$ cat config.mk
export PLATFORM = sky130hd
export DESIGN_NAME = irq_request_latch
export DESIGN_NICKNAME = d
export VERILOG_FILES = /design/src/rtl/irq_request_latch.sv
export SDC_FILE = /design/constraint.sdc
export NUM_CORES = 1
export LEC_CHECK = 0
export CAP_MARGIN = 40
export CORE_UTILIZATION = 47
export CTS_BUF_LIST = sky130_fd_sc_hd__clkbuf_2
export CTS_CLUSTER_DIAMETER = 80
export DETAILED_ROUTE_END_ITERATION = 7
export MAX_ROUTING_LAYER = met4
export PLACE_DENSITY_LB_ADDON = 0.2
export SKIP_CTS_REPAIR_TIMING = 1
export SLEW_MARGIN = 40
export SYNTH_ARGS = -nofsm -noshare
export SYNTH_HDL_FRONTEND = slang
export SYNTH_SLANG_ARGS = --single-unit
$ cat constraint.sdc
create_clock -name clk -period 1.2 [get_ports clk]
set_clock_uncertainty 0.05 [all_clocks]
set_input_delay 0.24 -clock clk [delete_from_list [all_inputs] [get_ports clk]]
set_output_delay 0.24 -clock clk [all_outputs]
set_load 0.03 [all_outputs]
$ cat src/rtl/irq_request_latch.sv
// Latches falling edges on eight active-low interrupt requests and presents a frozen snapshot to an 8-to-3 priority encoder until the consumer acknowledges it.
// Define IRQ_LEVEL_MODE_EN to make pending follow the synchronized request level instead of latching edges.
module irq_request_latch (
    input  logic       clk,
    input  logic       rst,
    input  logic [7:0] REQ_N,
    input  logic       MASK_WE,
    input  logic [7:0] MASK_D,
    input  logic       ACK,
    input  logic [2:0] ACK_ID,
    output logic [7:0] I,
    output logic       EI,
    output logic       BUSY
);

    typedef enum logic {IDLE, HOLD} state_t;

    state_t     state;
    logic [7:0] sync1;
    logic [7:0] sync2;
    logic [7:0] prev;
    logic [7:0] pending;
    logic [7:0] snap;
    logic [7:0] mask;
    logic [7:0] clr;
    logic [7:0] unmasked;
    logic [2:0] ackbit;

    // ACK_ID is the encoder's complemented code; only an ACK seen in HOLD may clear a pending bit
    always_comb begin
        ackbit   = ~ACK_ID;
        clr      = 8'h00;
        if (state == HOLD && ACK)
            clr[ackbit] = 1'b1;
        unmasked = pending & ~mask;
    end

    always_ff @(posedge clk) begin
        if (rst) begin
            state   <= IDLE;
            sync1   <= 8'hFF;
            sync2   <= 8'hFF;
            prev    <= 8'hFF;
            pending <= 8'h00;
            snap    <= 8'h00;
            mask    <= 8'h00;
            BUSY    <= 1'b0;
        end else begin
            sync1 <= REQ_N;
            sync2 <= sync1;
            prev  <= sync2;

            if (MASK_WE)
                mask <= MASK_D;

`ifdef IRQ_LEVEL_MODE_EN
            pending <= ~sync2 & ~clr;
`else
            // A new edge wins over a same-cycle clear of the same bit
            pending <= (pending & ~clr) | (prev & ~sync2);
`endif

            case (state)
                IDLE: begin
                    if (unmasked != 8'h00) begin
                        snap  <= unmasked;
                        BUSY  <= 1'b1;
                        state <= HOLD;
                    end
                end
                HOLD: begin
                    if (ACK) begin
                        snap  <= 8'h00;
                        BUSY  <= 1'b0;
                        state <= IDLE;
                    end
                end
                default: state <= IDLE;
            endcase
        end
    end

    // snap is non-zero exactly while held, so the encoder view derives straight from flops
    assign I  = ~snap;
    assign EI = ~BUSY;

endmodule
==> flow_summary.yaml <==
worst_setup_path:
  critPathMaxFanout: 8
  path_buf_inv: 1
  startpoint_type: "flop"
  arrival_ps: 1750
  setup.worst_path.class: "reg -> reg"
  crit_path_end_kind: "flop"
  critPathTopFamily: "compound AO/OA/AOI/OAI gates"
  max_stage_delay_ps: 410
  cp_slowest_cell: "dfxtp_2"
  critical_path.cell_chain: "nand2b_4 -> nand4_1 -> o32ai_4 -> buf_12 -> o2bb2ai_1"
  cp.required_ps: 1530
finish:
  n_fill_cell: 270
  nets: 239
  drive_gt1_frac: 0.498
  final_cells: 263
  area_delta_synth_final_pct: 43.7
  antennaDiodeCount: 0
placed_design:
  dpl.cell_count: 248
  routabilityCongestion: 0.868
  dp_slack_ps: -429
  port_buffers: 32
  dp_hpwl_um: 2210
outcome:
  status: "complete, but fails checks"
  violations: "setup timing"
route:
  drt_iter0_drc: 28
  viasPerCell: 4.75
  drt-pass1-iter-count: 4
  routed_wirelength_um: 3620
  wire_per_inst_um: 13.7
  ant_nets: 0
  vias: 1249
  drc: 0
clock_tree:
  numCtsBuffers: 5
  clockRootBuffer: "clkbuf_2"
  h-tree-depth: 2
  clk_latency_ps: 420
  cts.reportedPaths.clkPinSlew_ps: 240
  cts_tree: "yes"
  clock-sinks: 50
  cts_buffer_depth: 2
floorplan:
  initial_core_util: 0.499
  row_count: 21
  die_x_um: 62.2
  pin_count: 33
  die_area_sq_um: 3870
  core_sq_um: 3420
  die_height_um: 62.2
timing:
  worst_pin_slew_ps: 355
  max_freq_ghz: 0.701
  drv_slew: 0
  max_slew_margin: 0.763
  rsz0062_at_grt: "true"
  worst_slack_ps: -226
  period_needed_ps: 1430
  finalSetupTns_ps: -2540
  finalSetupViolCount: 20
  hold_violations: 0
  min_period_over_period: 1.19
logic_synthesis:
  syn_inst: 162
  synth_area_sq_um: 1710
  synthArstFlopShare: 0
  synth_nets: 185
  synth-edff-count: 0
  synth.yosys.warnings: 0
  synth_top_area_share: 0.587
  synth-main-ff-cell: "dfxtp_1"
  synth_seq_cells: 50
  synth_top_cell_by_area: "dfxtp_1"
  avgSynthCellArea_sq_um: 10.5
  ys_types: 21
  synth_area_leaders: "dfxtp_1, or2_2, nand2b_1, mux2i_1, o2bb2ai_1"
  ys_seq_area_frac: 0.587
grt:
  grt_pass1_vias: 1183
  overflow: 0
  grt_max_degree: 44
  grt_use_total: 0.182
  antenna_found_initial: 0
  grt_pass1_wl_um: 5330
power:
  p_per_area_nw_per_um2: 1330
  p_leak_nw: 0.953
  irDropWorstVdd_v: 0.000890
run:
  drv_cap: 0
worst_hold_path:
  hold_class: "in -> reg"
sequential cells by signal, indices dropped and copies added, names as in the netlist:
name	count
snap	8
sync1	8
pending	8
prev	8
sync2	8
state	1
mask	8
BUSY	1
report_power, final:
| part | internal, mW | leakage [nW] | switching (mW) |
|---|---|---|---|
| Sequential | 1.76 | 0.418 | 0.0588 |
| Combinational | 0.315 | 0.496 | 0.262 |
| Clock | 0.360 | 0.0392 | 0.515 |
| Total | 2.43 | 0.953 | 0.836 |
layer usage:
metal  routed length [um]  global-route usage
met4                  126              0.0814
met3                  159              0.0643
met2                 1810               0.286
met5                    0                   -
met1                 1520               0.209
synth_stat cells, drive strengths merged (3+ instances only):
cell type	number
mux2i	8
inv	9
dfxtp	50
o21ai	7
o2bb2ai	8
clkbuf	4
nor2	9
nand2b	19
a21oi	8
buf	3
or2	26
final timing paths:
check            from  endpoint  slack [ps]  cells past startpoint
max           mask[1]   snap[6]        -230                      5
min          REQ_N[4]  sync1[4]         310                      2
max reg2reg   mask[1]   snap[6]        -230                      5
min reg2reg  sync1[1]  sync2[1]         390                      1
through the flow:
stage	hold slack (ps)	util	cell area, sq um	power (mW)
detailed placement	343	0.627	2140	2.28
CTS	284	0.647	2210	3.14
finish	307	0.718	2450	3.27
global placement	342	0.627	2140	2.26
floorplan	290	-	1710	2.07
global route	258	0.718	2450	3.42
final cells by class:
type / count / area [sq um] / share of cell area
multi-input cells: 96 / 756 / 0.308
clock inverters: 2 / 37.5 / 0.0153
well taps: 46 / 57.6 / 0.0235
clock buffers: 6 / 30.0 / 0.0123
repair buffers: 54 / 515 / 0.210
flip-flops and latches: 50 / 1020 / 0.417
inverters: 9 / 33.8 / 0.0138
layout by cell type, fill, tap and decap left out, types with 2 or more instances in the layout:
master           count
o2bb2ai_1            2
nand2b_1            11
buf_4               22
inv_2                7
a21oi_1              8
or2_2               24
nand2_1              2
o21ai_1              3
dfxtp_1             34
clkbuf_2             6
nand4_1              2
o21ai_0              4
mux2i_1              8
nand2b_4             8
o31ai_2              2
o2bb2ai_2            6
dfxtp_2             16
inv_1                2
nor2_1               8
clkdlybuf4s50_1     22
buf_12               2
buf_6                8
logic make-up (layout without fill, tap and decap cells):
logic type,Yosys count,after routing,synth area share
AOI/OAI and AO/OA,27,27,0.114
DFF,50,50,0.587
and+or+nand+nor,61,61,0.207
buffers and inverters,16,71,0.0447
muxes,8,8,0.0470
No activity file was read; power rests on OpenSTA's default activity.
